`src/rtl/wide_addsub_pkg.sv`:
```
// Shared types and defaults for the sequential wide adder/subtractor.
// Latency: n/a (types and constants only).
// Backpressure: n/a.
//
// Contents: FSM state enum, default operand/slice widths, result flag struct.
package wide_addsub_pkg;

  localparam int DEFAULT_W = 128;
  localparam int DEFAULT_N = 32;

  typedef enum logic [1:0] {
    IDLE = 2'd0,
    BUSY = 2'd1,
    DONE = 2'd2
  } state_e;

  typedef struct packed {
    logic n;
    logic z;
    logic c;
    logic v;
  } flags_t;

endpackage

```
`src/rtl/addsub_slice.sv`:
```
// One N-bit slice of the wide add/subtract datapath.
// Latency: combinational.
// Backpressure: none; the caller sequences slices.
//
// Ports: a, b (N-bit operands), cin (carry in), inv_b (use ~b for subtract),
//        sum (N-bit), cout (carry out), ovf (signed overflow if this is the top slice).
module addsub_slice #(
  parameter int N = 32
) (
  input  logic [N-1:0] a,
  input  logic [N-1:0] b,
  input  logic         cin,
  input  logic         inv_b,
  output logic [N-1:0] sum,
  output logic         cout,
  output logic         ovf
);

  logic [N-1:0] b_eff;

  always_comb begin
    b_eff       = inv_b ? ~b : b;
    {cout, sum} = {1'b0, a} + {1'b0, b_eff} + {{N{1'b0}}, cin};
    // Same-sign operands producing an opposite-sign result.
    ovf         = (a[N-1] == b_eff[N-1]) && (sum[N-1] != a[N-1]);
  end

endmodule

```
`src/rtl/wide_addsub_seq.sv`:
```
// Sequential W-bit add/subtract, one N-bit slice per cycle, LSB slice first.
// Latency: out_valid rises S=W/N cycles after the accept edge; one op per S+2 cycles.
// Backpressure: result held in DONE until out_ready; in_ready only while IDLE.
//
// Ports: clk, rst_n (synchronous, active-low), in_valid/in_ready + op_sub/a/b request,
//        out_valid/out_ready + result and n/z/c/v flags.
// Option: define WIDE_ADDSUB_SAT_EN to clamp overflowed results to signed max/min.
module wide_addsub_seq
  import wide_addsub_pkg::*;
#(
  parameter int W = DEFAULT_W,
  parameter int N = DEFAULT_N
) (
  input  logic         clk,
  input  logic         rst_n,
  input  logic         in_valid,
  output logic         in_ready,
  input  logic         op_sub,
  input  logic [W-1:0] a,
  input  logic [W-1:0] b,
  output logic         out_valid,
  input  logic         out_ready,
  output logic [W-1:0] result,
  output logic         n_flag,
  output logic         z_flag,
  output logic         c_flag,
  output logic         v_flag
);

  localparam int S    = W / N;
  localparam int IDXW = (S > 1) ? $clog2(S) : 1;
  localparam logic [IDXW-1:0] LAST_IDX = IDXW'(S - 1);

  state_e          state_q, state_d;
  logic [IDXW-1:0] idx_q, idx_d;
  logic            carry_q, carry_d;
  logic            op_q, op_d;
  logic [W-1:0]    a_q, a_d;
  logic [W-1:0]    b_q, b_d;
  logic [W-1:0]    res_q, res_d;
  logic            zacc_q, zacc_d;   // OR of all slices written so far
  flags_t          flags_q, flags_d;

  logic [N-1:0]    slice_a;
  logic [N-1:0]    slice_b;
  logic [N-1:0]    slice_sum;
  logic            slice_cout;
  logic            slice_ovf;

  assign slice_a = a_q[idx_q*N +: N];
  assign slice_b = b_q[idx_q*N +: N];

  addsub_slice #(.N(N)) u_slice (
    .a     (slice_a),
    .b     (slice_b),
    .cin   (carry_q),
    .inv_b (op_q),
    .sum   (slice_sum),
    .cout  (slice_cout),
    .ovf   (slice_ovf)
  );

  always_comb begin
    state_d = state_q;
    idx_d   = idx_q;
    carry_d = carry_q;
    op_d    = op_q;
    a_d     = a_q;
    b_d     = b_q;
    res_d   = res_q;
    zacc_d  = zacc_q;
    flags_d = flags_q;

    case (state_q)
      IDLE: begin
        if (in_valid) begin
          a_d     = a;
          b_d     = b;
          op_d    = op_sub;
          idx_d   = '0;
          zacc_d  = 1'b0;
          // Subtract is A + ~B + 1, so the +1 enters as the first carry-in.
          carry_d = op_sub;
          state_d = BUSY;
        end
      end

      BUSY: begin
        res_d[idx_q*N +: N] = slice_sum;
        zacc_d  = zacc_q | (|slice_sum);
        carry_d = slice_cout;
        idx_d   = idx_q + IDXW'(1);
        if (idx_q == LAST_IDX) begin
          idx_d     = '0;
          state_d   = DONE;
          flags_d.n = slice_sum[N-1];
          flags_d.z = ~(zacc_q | (|slice_sum));
          // For subtract the flag reports borrow, the inverse of carry-out.
          flags_d.c = op_q ^ slice_cout;
          flags_d.v = slice_ovf;
`ifdef WIDE_ADDSUB_SAT_EN
          // On overflow the true result has A's sign (both effective operands share it).
          if (slice_ovf) begin
            res_d     = {a_q[W-1], {(W-1){~a_q[W-1]}}};
            flags_d.n = a_q[W-1];
            flags_d.z = 1'b0;
          end
`endif
        end
      end

      DONE: begin
        if (out_ready) begin
          state_d = IDLE;
        end
      end

      default: state_d = IDLE;
    endcase
  end

  always_ff @(posedge clk) begin
    if (!rst_n) begin
      state_q <= IDLE;
      idx_q   <= '0;
      carry_q <= 1'b0;
      op_q    <= 1'b0;
      a_q     <= '0;
      b_q     <= '0;
      res_q   <= '0;
      zacc_q  <= 1'b0;
      flags_q <= '0;
    end else begin
      state_q <= state_d;
      idx_q   <= idx_d;
      carry_q <= carry_d;
      op_q    <= op_d;
      a_q     <= a_d;
      b_q     <= b_d;
      res_q   <= res_d;
      zacc_q  <= zacc_d;
      flags_q <= flags_d;
    end
  end

  assign in_ready  = (state_q == IDLE);
  assign out_valid = (state_q == DONE);
  assign result    = res_q;
  assign n_flag    = flags_q.n;
  assign z_flag    = flags_q.z;
  assign c_flag    = flags_q.c;
  assign v_flag    = flags_q.v;

endmodule
```
`config.mk`:
```
export PLATFORM = sky130hd
export DESIGN_NAME = wide_addsub_seq
export DESIGN_NICKNAME = d
export VERILOG_FILES = /design/src/rtl/wide_addsub_pkg.sv /design/src/rtl/addsub_slice.sv /design/src/rtl/wide_addsub_seq.sv
export SDC_FILE = /design/constraint.sdc
export NUM_CORES = 1
export LEC_CHECK = 0
export CAP_MARGIN = 15
export CORE_ASPECT_RATIO = 1.25
export CORE_MARGIN = 10
export CORE_UTILIZATION = 55
export DETAILED_ROUTE_END_ITERATION = 12
export HOLD_SLACK_MARGIN = 0.03
export PLACE_DENSITY_LB_ADDON = 0.15
export RECOVER_POWER = 100
export SLEW_MARGIN = 20
export SYNTH_ARGS = -nofsm -noshare
export SYNTH_HDL_FRONTEND = slang
export SYNTH_SLANG_ARGS = --single-unit
```
`constraint.sdc`:
```
create_clock -name clk -period 14 [get_ports clk]
set_input_delay 2.8 -clock clk [delete_from_list [all_inputs] [get_ports clk]]
set_output_delay 2.8 -clock clk [all_outputs]
set_load 0.005 [all_outputs]
```
==> key figures <==
Outcome
  • Outcome: complete, but fails checks
  • Violated checks: max-capacitance violations, max-slew violations

Final layout
  • Layout cell share with drive strength beyond 1: 6.65%
  • Number of nets in the layout: 2,653
  • Fin cells: between 2,000 and 3,000
  • Final core occ: between 70% and 80%
  • # fillers: 2,438
  • Final Instance Area: 22,700 um2
  • Synthesis-to-layout area growth: 29.8%

Placed design
  • DP HPWL: 42,600 um
  • Pre-CTS WS: 7940 ps
  • Cell Area, Placed: 21,500 um2
  • I/O Buffers: approximately 400
  • Placed instance count: 2,720
  • Gpl congestion: 1.08

CTS
  • CTS tree: yes
  • CTS sink cnt: 395
  • CTS buffer count: 38
  • Resized Gates After CTS: 0
  • Skew-Pair Late Insertion Delay: 540 ps
  • Post-CTS setup buffer count: 0
  • Max Root-Sink Buffers: 3
  • Clock input transition at the sequential cells of the worst setup and hold paths: around 60 ps
  • CTS root buffer: clkbuf_16
  • H-Tree Level Count: 2
  • Cts hold-fix bufs: 0

Global routing
  • Vias in the first global route: 15,800
  • Total GRT Usage: 27.6%
  • Largest net degree at the start of global routing: about 170
  • Initial antenna violation count: 2
  • GR Overflow Total: 0
  • First-pass GRT wire length: 89,000 um

Synth
  • Mapped Area: 17,500 um2
  • Post-synth EDFFs: 0
  • Distinct cells, synth: 69
  • Mean Syn Cell Area: around 8.5 um2
  • Asr flop ratio synth: 0%
  • Syn nets: around 2,400
  • Warnings from Yosys: 0
  • Dominant synthesized flop cell: dfxtp_1
  • Post-synthesis sequential area ratio: 45.3%
  • Post-synthesis cell count: 2,061
  • #FFs+latches synth: a little under 400

Floorplan
  • Row cnt: slightly above 70
  • Top-Level Pins: roughly 400
  • Die Y: 219 um
  • Initial core utilization: between 50% and 60%
  • Core region area: 31,200 um2
  • Die W: roughly 180 um
  • Area of the die: 39,300 um2

Worst setup path
  • Crit-path cells: dlygate4sd3_1 -> clkinvlp_2 -> buf_6 -> a21oi_1
  • CP bufs+invs: 3
  • CP Data Required Time: 14,450 ps
  • Slowest CP cell: clkinvlp_2
  • Crit end category: flop
  • Worst EP arrival: 9980 ps
  • Slowest stage delay, CP: 4330 ps
  • Critical path type: input port to flop
  • Critical Path Fanout Max: around 170
  • Critical Path Start Type: input port
  • Worst path top cell family by delay: buffers and inverters

Timing
  • Final period util: 68.1%
  • Final min period: 9530 ps
  • Setup TNS Final: 0 ps
  • Fmax: 105 MHz
  • Clk_skew: 17.6 ps
  • Final setup fails: 0
  • Max-slew headroom: -290%
  • RSZ-0062 raised after global routing: no
  • Tightest Pin Transition: 5820 ps
  • Post-route setup slack: 4470 ps
  • Pins over their slew limit: 173
  • Final hold viol count: 0

Hold path
  • Hold WC Path Type: flop to flop

Pwr
  • Peak supply drop: 0.0792 mV
  • PwrDens: 119 nW/um2
  • P_leak: 8.96 nW

Route
  • Via count: 16,500
  • Drt drc: 0
  • DRT iter0 DRCs: 1,790
  • First drt pass iteration count: 6
  • Antenna Nets Post-Route: 0
  • Post-Route WL: 57,700 um
  • Wirelength per Cell: roughly 21 um
  • Vias per cell: 5.92

Flow run
  • Max-Cap Viols: 1
[final timing paths]
check                                 from         end  slack, ps  cells past startpoint
worst min-delay path            result[85]  result[85]        450                      2
worst max-delay path                 rst_n     b_q[42]       4470                      4
worst max register to register    idx_q[0]      zacc_q       7780                     15
worst min register to register  result[85]  result[85]        450                      2
[metal layers]
metal	part of all wire (%)	up-vias	GRT usage (%)
li1	-	7752	-
met1	39	7832	33.6
met2	48	776	46.1
met3	8.8	116	7.08
met4	3.7	2	10.4
met5	0.023	-	0
[cell usage after synthesis (all sizes together) (4+ instances only)]
master | number | area, um2
and2 | 10 | 62.6
inv | 11 | 41.3
a21oi | 310 | 1550
nor3 | 15 | 75.1
nand2 | 555 | 2080
xor2 | 41 | 359
a2111oi | 6 | 52.6
a31oi | 6 | 37.5
dfxtp | 395 | 7910
nor2 | 161 | 604
o211ai | 6 | 45.0
o21a | 4 | 30.0
ha | 37 | 463
a21o | 11 | 82.6
nand3 | 11 | 55.1
nand2b | 7 | 43.8
xnor2 | 10 | 87.6
and3 | 7 | 43.8
mux4 | 64 | 1440
buf | 19 | 80.1
o2111ai | 4 | 35.0
or3 | 10 | 62.6
nor2b | 5 | 31.3
nand4 | 9 | 56.3
o21ai | 28 | 144
clkbuf | 140 | 526
a22oi | 118 | 886
o31ai | 4 | 30.0
[metrics by stage]
stage | hold slack (ps) | total power, mW
final | 450 | 2.69
after floorplan | 433 | 1.52
after global placement | 439 | 1.72
after detailed placement | 445 | 1.72
after CTS | 452 | 2.69
after global routing | 465 | 2.79
[tightest hold or removal path: stages (launching register included)]
cell and delay (ps):
dfxtp_1 310, nand2_1 50, a21oi_1 50
[power breakdown]
part | switching, mW | internal, mW
logic | 0.292 | 0.204
clock network | 0.425 | 0.555
registers | 0.0360 | 1.18
total | 0.753 | 1.94
[registers in the layout, indices dropped and copies added, names as in the netlist, 2 cells and up]
name     count
result     128
a_q        128
b_q        128
state_q      2
idx_q        2
[logic make-up after synthesis]
group           share of synthesized area [%]
fa+ha+maj                                2.88
flops                                    45.3
xor+xnor                                 2.56
compound gates                           18.6
mux                                      8.37
simple gates                             18.7
buf+inv                                  3.70
[layout by cell type (no fill, tap or decap), drive strengths merged, types with 13 or more instances in the layout]
cell type      count
dlygate4sd3      135
clkdlybuf4s50    259
clkbuf            56
nor2             161
buf               17
inv               13
nand2            555
a22oi            118
o21ai             28
xor2              41
ha                37
nor3              15
dfxtp            395
a21oi            310
mux4              64
[cell type report]
class                      instances  area (um2)  share of cell area, %
antenna                            1        2.50                 0.0110
sequential                       395        7920                   34.9
clock inverter                     8        56.3                  0.248
timing repair buffer             411        4080                   18.0
multi-input combinational       1496        8940                   39.4
inverter                          11        42.5                  0.188
tap                              407         509                   2.25
clock buffer                      56        1120                   4.94
Power figures use the tool's default switching activity.
